### src/rtl/wb_pkg.sv
// Shared write-back definitions: source select codes, load formats
// and the registered write-back entry.
package wb_pkg;

    localparam int WB_XLEN    = 32;
    localparam int WB_RADDR_W = 5;

    localparam int WB_SRC_ALU = 0;
    localparam int WB_SRC_MEM = 1;
    localparam int WB_SRC_PC4 = 2;
    localparam int WB_SRC_IMM = 3;

    localparam logic [2:0] LD_B  = 3'b000;
    localparam logic [2:0] LD_H  = 3'b001;
    localparam logic [2:0] LD_W  = 3'b010;
    localparam logic [2:0] LD_BU = 3'b100;
    localparam logic [2:0] LD_HU = 3'b101;

    typedef struct packed {
        logic [WB_RADDR_W-1:0] rd;
        logic [WB_XLEN-1:0]    wdata;
        logic                  we;
        logic                  misalign;
    } wb_entry_t;

endpackage

### src/rtl/wb_load_align.sv
// Load data alignment and extension; misaligned half/word loads
// return zero data and raise o_misalign.
module wb_load_align
    import wb_pkg::*;
#(
    parameter int XLEN = WB_XLEN
) (
    input  logic [XLEN-1:0] i_word,
    input  logic [2:0]      i_funct3,
    input  logic [1:0]      i_addr_lo,
    output logic [XLEN-1:0] o_data,
    output logic            o_misalign
);

    logic [7:0]  w_byte;
    logic [15:0] w_half;

    assign w_byte = i_word[{i_addr_lo, 3'b000} +: 8];
    assign w_half = i_word[{i_addr_lo[1], 4'b0000} +: 16];

    always_comb begin
        o_data     = '0;
        o_misalign = 1'b0;
        case (i_funct3)
            LD_B:  o_data = {{(XLEN-8){w_byte[7]}}, w_byte};
            LD_BU: o_data = XLEN'(w_byte);
            LD_H: begin
                if (i_addr_lo[0]) o_misalign = 1'b1;
                else o_data = {{(XLEN-16){w_half[15]}}, w_half};
            end
            LD_HU: begin
                if (i_addr_lo[0]) o_misalign = 1'b1;
                else o_data = XLEN'(w_half);
            end
            // LW and any unlisted format load the full word
            default: begin
                if (i_addr_lo != 2'b00) o_misalign = 1'b1;
                else o_data = i_word;
            end
        endcase
    end

endmodule

### src/rtl/wb_select_stage.sv
// Write-back stage: source select, load alignment, write qualification
// and a main+skid register pair between MEM and the register file.
module wb_select_stage
    import wb_pkg::*;
#(
    parameter int XLEN     = WB_XLEN,
    parameter int NSRC     = 4,
    parameter int MEM_IDX  = WB_SRC_MEM,
    parameter int RADDR_W  = WB_RADDR_W,
    localparam int SEL_W   = $clog2(NSRC)
) (
    input  logic                 clk,
    input  logic                 rst,
    input  logic                 flush,
    input  logic                 in_valid,
    output logic                 in_ready,
    input  logic [NSRC*XLEN-1:0] in_src,
    input  logic [SEL_W-1:0]     in_sel,
    input  logic [2:0]           in_funct3,
    input  logic [1:0]           in_addr_lo,
    input  logic [RADDR_W-1:0]   in_rd,
    input  logic                 in_rd_we,
    output logic                 out_valid,
    input  logic                 out_ready,
    output logic [RADDR_W-1:0]   out_rd,
    output logic [XLEN-1:0]      out_wdata,
    output logic                 out_we,
    output logic                 out_misalign,
    output logic [31:0]          retire_count
);

    localparam logic [SEL_W:0] NSRC_L = (SEL_W+1)'(NSRC);

    logic [XLEN-1:0] w_src;
    logic [XLEN-1:0] w_ld_data;
    logic            w_ld_mis;
    logic            w_sel_ok;
    logic            w_is_mem;
    logic            w_accept;
    logic            w_drain;
    logic            w_main_free;
    wb_entry_t       w_new;

    wb_entry_t       r_main;
    wb_entry_t       r_skid;
    logic            r_main_v;
    logic            r_skid_v;
    logic [31:0]     r_count;

    assign w_sel_ok = {1'b0, in_sel} < NSRC_L;
    assign w_is_mem = in_sel == SEL_W'(MEM_IDX);
    assign w_src    = in_src[in_sel*XLEN +: XLEN];

    wb_load_align #(
        .XLEN (XLEN)
    ) u_align (
        .i_word     (in_src[MEM_IDX*XLEN +: XLEN]),
        .i_funct3   (in_funct3),
        .i_addr_lo  (in_addr_lo),
        .o_data     (w_ld_data),
        .o_misalign (w_ld_mis)
    );

    // Out-of-range selects yield a zero, non-writing, non-misaligned entry
    always_comb begin
        w_new    = '0;
        w_new.rd = in_rd;
        if (w_sel_ok) begin
            w_new.misalign = w_is_mem && w_ld_mis;
            w_new.wdata    = w_is_mem ? w_ld_data : w_src;
        end
        w_new.we = in_rd_we && (in_rd != '0) && w_sel_ok && !w_new.misalign;
    end

    assign in_ready    = !r_skid_v;
    assign w_accept    = in_valid && !r_skid_v;
    assign w_drain     = r_main_v && out_ready;
    assign w_main_free = !r_main_v || out_ready;

    always_ff @(posedge clk or posedge rst) begin
        if (rst) begin
            r_main   <= '0;
            r_skid   <= '0;
            r_main_v <= 1'b0;
            r_skid_v <= 1'b0;
            r_count  <= '0;
        end else begin
            if (w_drain && r_main.we) r_count <= r_count + 32'd1;
            if (flush) begin
                r_main_v <= 1'b0;
                r_skid_v <= 1'b0;
            end else if (w_main_free) begin
                if (r_skid_v) begin
                    r_main   <= r_skid;
                    r_main_v <= 1'b1;
                    r_skid_v <= 1'b0;
                end else if (w_accept) begin
                    r_main   <= w_new;
                    r_main_v <= 1'b1;
                end else begin
                    r_main_v <= 1'b0;
                end
            end else if (w_accept) begin
                r_skid   <= w_new;
                r_skid_v <= 1'b1;
            end
        end
    end

    assign out_valid    = r_main_v;
    assign out_rd       = r_main.rd;
    assign out_wdata    = r_main.wdata;
    assign out_we       = r_main_v && r_main.we;
    assign out_misalign = r_main_v && r_main.misalign;
    assign retire_count = r_count;

endmodule

### config.mk
export PLATFORM = sky130hd
export DESIGN_NAME = wb_select_stage
export DESIGN_NICKNAME = d
export VERILOG_FILES = /design/src/rtl/wb_pkg.sv /design/src/rtl/wb_load_align.sv /design/src/rtl/wb_select_stage.sv
export SDC_FILE = /design/constraint.sdc
export NUM_CORES = 1
export LEC_CHECK = 0
export CORE_MARGIN = 1.5
export CORE_UTILIZATION = 47
export CTS_CLUSTER_SIZE = 24
export DETAILED_ROUTE_END_ITERATION = 10
export GPL_TIMING_DRIVEN = 0
export PLACE_DENSITY = 0.83
export SYNTH_ARGS = -nofsm -noshare
export SYNTH_HDL_FRONTEND = slang
export SYNTH_SLANG_ARGS = --single-unit
### constraint.sdc
create_clock -name clk -period 10.3 [get_ports clk]
set_input_delay 2.06 -clock clk [delete_from_list [all_inputs] [get_ports clk]]
set_output_delay 2.06 -clock clk [all_outputs]
set_load 0.1 [all_outputs]
[After elaboration in Yosys (flattened, before gate mapping)]
Cells that the tools add are included.
Cells by class
  shift operators: 3
  add/sub/neg operators: 1
  reduce and logical (&&, ||, !) cells: 22
  eq/ne operators: 4
  bitwise gates (word level): 2
  muxes and demuxes: 17
Operator list (number)
  $pmux W32 S4: 1
  $shiftx A128 B8 Y32: 1
  $mux W32: 3
  $mux W39: 2
  $add A32 B1 Y32 const B: 1
  $shiftx A32 B6 Y16: 1
  $shiftx A32 B6 Y8: 1
  $mux W16: 1
  $mux W1: 9
  $logic_and A1 B1 Y1: 8
  $eq A3 B3 Y1 const B: 2
  $reduce_and A3 Y1: 2
  $reduce_bool A2 Y1: 3
  $reduce_bool A5 Y1: 1
  $reduce_or A2 Y1: 2
  $eq A3 B1 Y1 const B: 1
  $logic_not A1 Y1: 3
  $logic_not A3 Y1: 1
  $reduce_bool A3 Y1: 1
  $eq A2 B1 Y1 const B: 1
  $not A1 Y1: 2
  $pmux W1 S2: 1
  $logic_or A1 B1 Y1: 1
Storage, ports and cells
  register bits: 112
  output and inout port bits: 73
  input port bits: 146
  word-level logic and storage cells: 60

[Longest topological paths before layout]
Gate-level depths: netlist of run 1.
  depth in word-level cells: 8
  mapped depth: 7
  gate-level depth less buffers: 6

[Hierarchy]
From an unflattened synthesis of run 1, not the netlist that was laid out.
Unflattened totals
  cell total of the unflattened synthesis: 657
  area, all modules: 6551.3 µm²
By module, submodules not included
  wb_select_stage: cells each 547, area each 5829.3 µm², instances 1, sequential area each 2802.7 µm²
  wb_load_align: cells each 110, area each 721.9 µm², instances 1, sequential area each 0.0 µm²

[Least setup slack after synthesis of run 1]
Ideal clock, no wire load.
  path kind: flip-flop to output port
  start: register r_main_v, in the netlist out_valid
  end: output out_misalign
  slack: 6.378 ns
  path buffers: 0
  data arrival time: 1.862 ns
  cell stages (with the launch flop): 2
  path through: dfrtp_1 > and2_1
On the way
  longest elaborated chain between the ends: 1
RTL lines
  start: declaration: line wb_select_stage.sv:46  | logic r_main_v;
  start signal: assignment: line wb_select_stage.sv:84  | r_main_v <= 1'b0;
  start signal: assignment: line wb_select_stage.sv:90  | r_main_v <= 1'b0;
  start signal: assignment: line wb_select_stage.sv:95  | r_main_v <= 1'b1;
  $logic_and A1 B1 Y1: line wb_select_stage.sv:114  | assign out_misalign = r_main_v && r_main.misalign;
  end: declaration: line wb_select_stage.sv:28  | output logic out_misalign,
Every way passes these cells.

[Worst setup path in the final report of run 1]
  start: register r_main_v, in the netlist out_valid
  end: output out_we
On the way
  longest elaborated chain between the ends: 1
RTL lines
  $logic_and A1 B1 Y1: line wb_select_stage.sv:113  | assign out_we = r_main_v && r_main.we;
  end: declaration: line wb_select_stage.sv:27  | output logic out_we,
Every way passes these cells.

==> results of run 1 <==
## report_power, final
group	leakage [nW]	internal, W	switching, W
Combinational	2.35	0.000210	0.000377
Sequential	1.44	0.000513	0.0000491
Clock	0.139	0.000171	0.000165
Total	3.94	0.000895	0.000590
## flip-flops by register name, indices dropped and copies added (netlist names)
signal        count
r_skid           39
out_wdata        32
retire_count     32
out_rd            5
r_main            2
out_valid         1
r_skid_v          1
## cells by family (layout without fill, tap and decap cells)
group	Yosys count	after routing
compound gates	162	162
xor+xnor	32	32
fa+ha+maj	1	1
buf+inv	80	313
flops	112	112
mux	69	69
simple gates	169	169
## cells in the final DEF (no fill, tap or decap), types with 3 or more instances in the layout
cell type and n:
buf_4 38, dfrtp_1 112, buf_2 11, a22oi_1 9, a21oi_1 52, a221o_1 16
nand4_1 5, mux4_2 7, a221oi_1 7, nand2_1 47, buf_1 3, o31ai_1 17
mux2i_1 16, and3_1 34, nand3_1 14, xor2_1 18, clkinv_2 3, clkbuf_16 9
xnor2_1 14, o22ai_1 24, nor2_1 35, o21ai_0 24, o21ai_1 10, and2_1 4
clkdlybuf4s50_1 216, mux2_1 6, clkbuf_1 26, nor3_1 7, nor4_4 3, mux2_2 40
## per-stage QoR
stage	worst slack, ns	cell area, um2	hold slack [ns]
floorplan	5.28	6330	0.440
detailed placement	5.99	8740	0.458
finish	6.06	9020	0.474
global placement	3.82	8710	0.451
global route	6.01	9020	0.509
CTS	6.06	9020	0.474
## routing by layer
metal / track usage (%) / up-vias
met5: 0 / -
met4: 11.1 / 0
met3: 5.70 / 44
met2: 48.0 / 332
met1: 34.8 / 2899
li1: - / 2709
## cell type report
cell class,instances,area share (%)
clock buffers,10,2.65
inverters,2,0.111
plain buffers,78,4.98
well taps,176,2.44
flip-flops and latches,112,31.1
clock inverters,6,0.444
multi-input cells,433,34.0
repair buffers,217,24.3
## worst max-delay path by stage
stage,from,endpoint,depth (start not counted)
final,out_valid,out_we,2
after global routing,out_valid,out_misalign,2
after CTS,out_valid,out_misalign,2
after detailed placement,in_addr_lo[1],out_wdata[17],8
after global placement,rst,r_skid[35],2
after floorplan,rst,out_rd[0],1
## worst max-delay path, stage by stage (launching register included)
cell and delay, ns:
dfrtp_1 0.50, and2_1 0.19, clkdlybuf4s50_1 1.13
==> flow_summary.toml, run 1 <==
[pwr]
vdd_drop_max_v = 0.000108
power_w = 0.00149
powerDensity_nw_per_um2 = 165
leakagePower_nw = 3.94

[clock_network]
cts_made_buffers = 9
clk_latency_ns = 0.35
root_buffer = "clkbuf_16"
clockBufferDepth = 2
cts_tree = "built"
clkTransAtPathRegs_ns = 0.07
clock-sinks = 112
post_cts_resized = 0
postCtsSetupRepairBufs = 0
hold_buffers = 0
h-tree-depth = 3

[yosys]
ys_seq_area_share_pct = 44.3
synthAdderAreaFrac_pct = 0.198
yosys.area_share.simple_pct = 14.5
synth-xor-area-share_pct = 4.43
synth_mux_area_share_pct = 13.2
ys_ff_latch = 112
synth-compound-area-share_pct = 16.2
yosysUniqueCellTypes = 47
syn_avg_cell_area_um2 = 10.1
synth_common_cells = "dfrtp_1 (112), a21oi_1 (52), nand2_1 (47)"
synth_nets = 772
yosysTopAreaCell = "dfrtp_1"
synth_top_family_by_area = "compound AO/OA/AOI/OAI gates"
synthTopCellsByArea = "dfrtp_1 (44%), mux2_2 (7.1%), buf_4 (4.5%), a21oi_1 (4.1%), and3_1 (3.4%)"
ys_async_sr_fraction_pct = 100
yosysMostFrequentCell = "dfrtp_1"
synth_top_area_share_pct = 44.3
synth-edff-count = 0
ys_warn_count = 0
synth_cells = 625
synth-main-ff-cell = "dfrtp_1"
synth_area_um2 = 6330

[finish]
drive_gt1_share_pct = 14.5
fin_cells = 1034
multiInputGateArea_um2 = 3070
fin_util_pct = 68.4
seq_area_um2 = 2800
diodes = 0
syn_to_final_growth_pct = 42.5
layout.nets = 1000
n_fill_cell = 1030

[setup_path]
worstSetupPathType = "reg -> out"
reg2reg_from = "out_valid"
r2r_cells = 5
end_kind = "output port"
path_max_fanout = 7
cp.required_ns = 8.24
crit_arrival_ns = 2.18
reg2reg_slack_ns = 8.16
crit_path_start_kind = "register"
timing.rr.end = "out_wdata[17]"

[sta]
skew_ns = 0.00461
worstMarginPinSlew_ns = 1.02
final-hold-violation-count = 0
slew_violations = 0
rsz0062_at_grt = "false"
max_freq_ghz = 0.236
slew_headroom_pct = 32.0
setup_viol = 0
post-route-min-period_ns = 4.24
post-route-period-util_pct = 41.2
setup_tns_ns = 0

[floorplan]
rows = 42
die_area_um2 = 14200
core_area_um2 = 13200
dieHeight_um = 119
initial_core_util_pct = 48.0
ioPinCount = 219
die_w_um = 119

[grt]
grt_start_max_net_pins = 77
grt_pass1_vias = 5982
grt-ovfl-total = 0
grt_pass1_wl_um = 30900
track_usage_pct = 28.1
antenna_found_initial = 0

[route]
firstDrtPassIters = 5
wl_met3_um = 1730
ant_nets = 0
viasPerCell = 5.79
drt_wl_total_um = 19800
num_vias = 5984
routed-wl-met2_um = 9760
drtIter0Drc = 343
wl_met1_um = 7700
drc_errors = 0
avgRoutedWirePerCell_um = 19.1
highest_layer = "met4"

[worst_hold_path]
hp-start = "r_skid[13]"
min_delay_path_depth = 2
hold_class = "reg -> reg"
min_to = "r_skid[13]"

[outcome]
status = "finished clean"

[job]
drv_cap = 0

[placement]
gp_congestion = 0.882
io_buffers = 216
dp.cells = 1018
dpl.hpwl_um = 15400
Note: power is estimated with default switching activity, not from simulation.
==> run 2: changes to the inputs <==
- CORE_UTILIZATION: 47 -> 42
- PLACE_DENSITY: 0.83 -> 0.78
- clock period: 10.3 -> 3.65 ns (I/O delays scaled with it)
==> flow_summary.toml, run 2 (synthesis results as in run 1) <==
[worst_hold_path]
hold_class = "reg -> reg"

[pwr]
vdd_drop_max_v = 0.000365
leakagePower_nw = 3.95
powerDensity_nw_per_um2 = 469

[clock_network]
root_buffer = "clkbuf_16"
postCtsSetupRepairBufs = 0
clockBufferDepth = 2
clk_latency_ns = 0.36
hold_buffers = 0
clkTransAtPathRegs_ns = 0.07
clock-sinks = 112
cts_made_buffers = 9
h-tree-depth = 3
cts_tree = "built"
post_cts_resized = 0

[finish]
seq_area_um2 = 2800
most-common-layout-cells = "clkdlybuf4s50_1 (216), dfrtp_1 (112), a21oi_1 (52)"
layout.nets = 1001
drive_gt1_share_pct = 14.6
diodes = 0
final_common_cell = "clkdlybuf4s50_1"
regMostFlops = "r_skid"
largest_register_ff_count = 39
n_fill_cell = 1242
multiInputGateArea_um2 = 3070
syn_to_final_growth_pct = 43.3

[setup_path]
path_max_fanout = 7
crit_path_start_kind = "register"
worstSetupPathType = "reg -> out"
cp.required_ns = 2.92
end_kind = "output port"
crit_arrival_ns = 2.14

[route]
viasPerCell = 5.51
firstDrtPassIters = 7
ant_nets = 0
drt_wl_total_um = 19300
drc_errors = 8
num_vias = 5745
drtIter0Drc = 298
avgRoutedWirePerCell_um = 18.5

[job]
drv_cap = 0

[grt]
grt_pass1_vias = 5838
antenna_found_initial = 2
grt_pass1_wl_um = 30100
grt_start_max_net_pins = 42
track_usage_pct = 24.4
grt-ovfl-total = 0

[placement]
io_buffers = 216
pre_cts_ws_ns = 0.701
dpl.hpwl_um = 15000
gp_congestion = 0.948

[sta]
final-hold-violation-count = 0
post-route-period-util_pct = 78.7
rsz0062_at_grt = "false"
slew_headroom_pct = 31.7
max_freq_ghz = 0.348
slew_violations = 0
post-route-min-period_ns = 2.87
worstMarginPinSlew_ns = 1.02
setup_tns_ns = 0
setup_viol = 0
skew_ns = 0.00909
fin_ws_ns = 0.777
whs_ns = 0.474

[floorplan]
ioPinCount = 219
die_w_um = 126
core_area_um2 = 14600
rows = 44
die_area_um2 = 15800
initial_core_util_pct = 43.2
dieHeight_um = 126

[outcome]
status = "finished, violations left"
violations = "DRC"
[run 2: stage by stage]
| step | util, % | total power, W | instances | area [um2] |
|---|---|---|---|---|
| finish | 62.0 | 0.00425 | 1043 | 9070 |
| detailed placement | 59.9 | 0.00325 | 1027 | 8770 |
| CTS | 62.0 | 0.00427 | 1043 | 9070 |
| floorplan | - | 0.00275 | 625 | 6330 |
| global route | 62.0 | 0.00441 | 1043 | 9070 |
| global placement | 59.6 | 0.00321 | 1025 | 8730 |
[run 2: worst max-delay path, stage by stage (launching register included)]
cell	delay, ns
dfrtp_1	0.46
inv_1	0.14
clkdlybuf4s50_1	1.18
[run 2: report_power, final]
group | leakage (nW) | internal (W) | switching, W | total [W]
Clock | 0.153 | 0.000555 | 0.000467 | 0.00102
Sequential | 1.44 | 0.00145 | 0.000128 | 0.00158
Combinational | 2.36 | 0.000593 | 0.00106 | 0.00165
[run 2: final timing paths]
path / from / endpoint / slack [ns] / cells past startpoint
worst max-delay path: r_skid_v / in_ready / 0.78 / 2
worst min-delay path: r_skid[14] / r_skid[14] / 0.47 / 2
worst max register to register: out_valid / r_skid[22] / 1.57 / 5
worst min register to register: r_skid[14] / r_skid[14] / 0.47 / 2
max in group asynchronous: rst / out_wdata[26] / 2.12 / 3
min in group asynchronous: rst / out_wdata[13] / 0.86 / 2
[run 2: final cells by class]
class	instances	area share [%]
multi-input cells	433	33.9
well taps	184	2.54
repair buffers	218	24.3
plain buffers	78	4.95
inverters	2	0.124
flip-flops and latches	112	30.9
clock inverters	6	0.731
clock buffers	10	2.63
[run 2: per-layer routing]
layer  GRT usage (%)  vias up  part of all wire, %  routed length, um
met2            40.5      216                   48               9320
met4            7.37        0                  2.6                499
met5               0        -                    0                  0
met1            31.3     2772                   42               8150
li1                -     2725                    -                  -
met3            6.67       32                  7.0               1360
==> RTL edit, RTL diff (settings of run 1) <==
Change the package constant `WB_RADDR_W` from 5 to 7.
--- a/src/rtl/wb_pkg.sv
+++ b/src/rtl/wb_pkg.sv
@@ -4,5 +4,5 @@
 
     localparam int WB_XLEN    = 32;
-    localparam int WB_RADDR_W = 5;
+    localparam int WB_RADDR_W = 7;
 
     localparam int WB_SRC_ALU = 0;
Interface: changed (resized in_rd and out_rd); port bits go from 219 to 223. No check against the original RTL was run, so the function may have changed too.
==> RTL edit against run 1 <==
- critical path depth grew 1
- highest routed layer unchanged
- total power grew 26%
- routed wire length grew 13%
- non-clock buffer count grew 23
- synthesized area grew 14%
- critical endpoint is now in_ready
- worst setup slack lost 0.31 ns
- die area grew 14%
- largest cell class unchanged
- global-route usage is essentially flat
- cell area grew 14%
- sequential cell count grew 4
==> RTL edit: results (changes against run 1) <==
stage,metric,value,unit,change
outcome,outcome,"finished, final reports clean",,unchanged
clock_tree,postcts setup bufs,0,,unchanged
placed_design,Final Wtd Congestion,0.9157,,was 0.8820
placed_design,hpwl dp,17070,µm,was 15370 µm
worst_setup_path,Top delay family on crit path,buffers and inverters,,unchanged
clock_tree,clk buf depth,2,,unchanged
clock_tree,H-tree levels,4,,was 3
clock_tree,CTS Buf Count,17,,was 9
synth,sequential area share after synthesis,40.15,%,was 44.27%
power_and_ir_drop,maximum vdd drop,0.1259,mV,was 0.1080 mV
finish,max reg flops,41,,was 39
global_routing,pin count of the biggest net entering global routing,63,,was 77
finish,share of cells above drive strength 1,17.06,%,was 14.45%
synth,warnings from Yosys,0,,unchanged
sta,Worst Tran Pin Value,1.046,ns,was 1.017 ns
placed_design,Port Buf Inserts,219,,was 216
worst_setup_path,CP peak stage delay,1.07,ns,was 1.13 ns
synth,distinct cell type count after synthesis,55,,was 47
finish,Top reg by flops,r_skid,,unchanged
route,WL met1,9123,µm,was 7695 µm
clock_tree,root buffer cell,clkbuf_16,,unchanged
global_routing,initial antenna violation count,2,,was 0
worst_setup_path,CP Max Fanout,10,,was 7
route,drt wl/cell,19.14,µm,was 19.13 µm
route,routed vias/inst,5.847,,was 5.787
power_and_ir_drop,leakage,4.326,nW,was 3.936 nW
clock_tree,"Clk Latency, worst-skew pair",0.41,ns,was 0.35 ns
global_routing,GRT Resource Usage Total,28.11,%,was 28.07%
sta,TNS Setup,0,ns,unchanged
worst_setup_path,"Max stage delay cell, worst path",clkdlybuf4s50_1,,unchanged
route,met2 wire length,10950,µm,was 9764 µm
synth,ys flop type,dfrtp_1,,unchanged
worst_hold_path,hold crit path type,register to register,,unchanged
finish,Nets,1115,,was 1000
synth,Synth Net Count,876,,was 772
synth,most frequent cells after synthesis,"dfrtp_1, nand2_1, mux2_2",,"was dfrtp_1, a21oi_1, nand2_1"
route,initial DRC count,579,,was 343
global_routing,number of global-route vias before repair,6647,,was 5982
global_routing,first-pass GRT wire length,35130,µm,was 30930 µm
route,drt pass-1 iters,5,,unchanged
worst_setup_path,Worst EP arrival,2.49,ns,was 2.18 ns
sta,clock skew,0.007307,ns,was 0.004613 ns
clock_tree,Worst-path clk slew,0.06,ns,
synth,post-synthesis async set-or-reset flop share,100.0,%,unchanged
route,WL final,22380,µm,was 19780 µm
route,WL met3,1822,µm,was 1733 µm
synth,top post-synthesis cells by area,"dfrtp_1, mux2_2, buf_4",,unchanged
synth,Cells after Synth,727,,was 625
clock_tree,post_cts resized,0,,unchanged
route,top sig layer,met4,,unchanged
==> RTL edit: cell types whose count changed in the layout (fill, tap and decap cells not counted), sizes merged, moves of 15 or more <==
cell | run 1 | this run
o221ai | 0 | 22
nor2 | 36 | 12
o22ai | 24 | 9
nand3b | 0 | 24
a211oi | 0 | 16
a21oi | 52 | 34
buf | 53 | 73
==> RTL edit: final timing paths <==
kind                       startpoint          endpoint  slack, ns  depth (start not counted)
min reg2reg                r_skid[12]        r_skid[12]       0.47                          2
max in group asynchronous         rst     out_wdata[12]       7.51                          3
max                          r_skid_v          in_ready       5.75                          3
min in group asynchronous         rst  retire_count[13]       2.11                          2
min                        r_skid[12]        r_skid[12]       0.47                          2
max reg2reg                 out_valid      out_wdata[0]       8.06                          7
==> RTL edit: tightest hold or removal path, stage by stage, from the launching register on <==
cell	delay, ns
dfrtp_1	0.33
nand2_1	0.05
o31ai_1	0.05
==> RTL edit: cell type report <==
type	count	area, µm²
buffer	98	588.1
clock inverter	13	182.7
timing repair buffer	220	2220
antenna	2	5.005
inverter	12	50.05
multi-input combinational	501	3695
tap	188	235.2
clock buffer	19	442.9
sequential	116	2903
fill	1200	4768
==> RTL edit: report_power, final <==
group | leakage, nW | switching [mW] | internal (mW)
clock network | 0.295 | 0.214 | 0.410
logic | 2.56 | 0.424 | 0.236
registers | 1.47 | 0.0523 | 0.536
==> RTL edit: per-stage QoR <==
step                      total power [mW]  hold slack (ns)  setup slack, ns  cell area, µm²
after floorplan                      1.063           0.4402            5.168            7231
after detailed placement             1.253           0.4583            5.936            9691
final                                1.872           0.4697            5.746           10320
after global placement               1.240           0.4507            3.512            9658
after CTS                            1.877           0.4700            5.732           10320
after global routing                 1.942           0.4841            5.659           10320
==> RTL edit: kinds of logic after synthesis <==
kind of cell,count (synthesis),synth area share [%]
buffers and inverters,110,8.756
xor gates and xnor gates,32,3.876
muxes,70,10.52
and+or+nand+nor,222,19.33
AOI/OAI and AO/OA,176,17.20
DFF,116,40.15
adders and majority gates,1,0.1730
==> RTL edit: layer usage <==
| metal | track usage [%] | vias up |
|---|---|---|
| li1 | - | 3171 |
| met1 | 35.96 | 3265 |
| met2 | 46.96 | 358 |
| met3 | 6.910 | 41 |
| met4 | 9.225 | 0 |
| met5 | 0 | - |
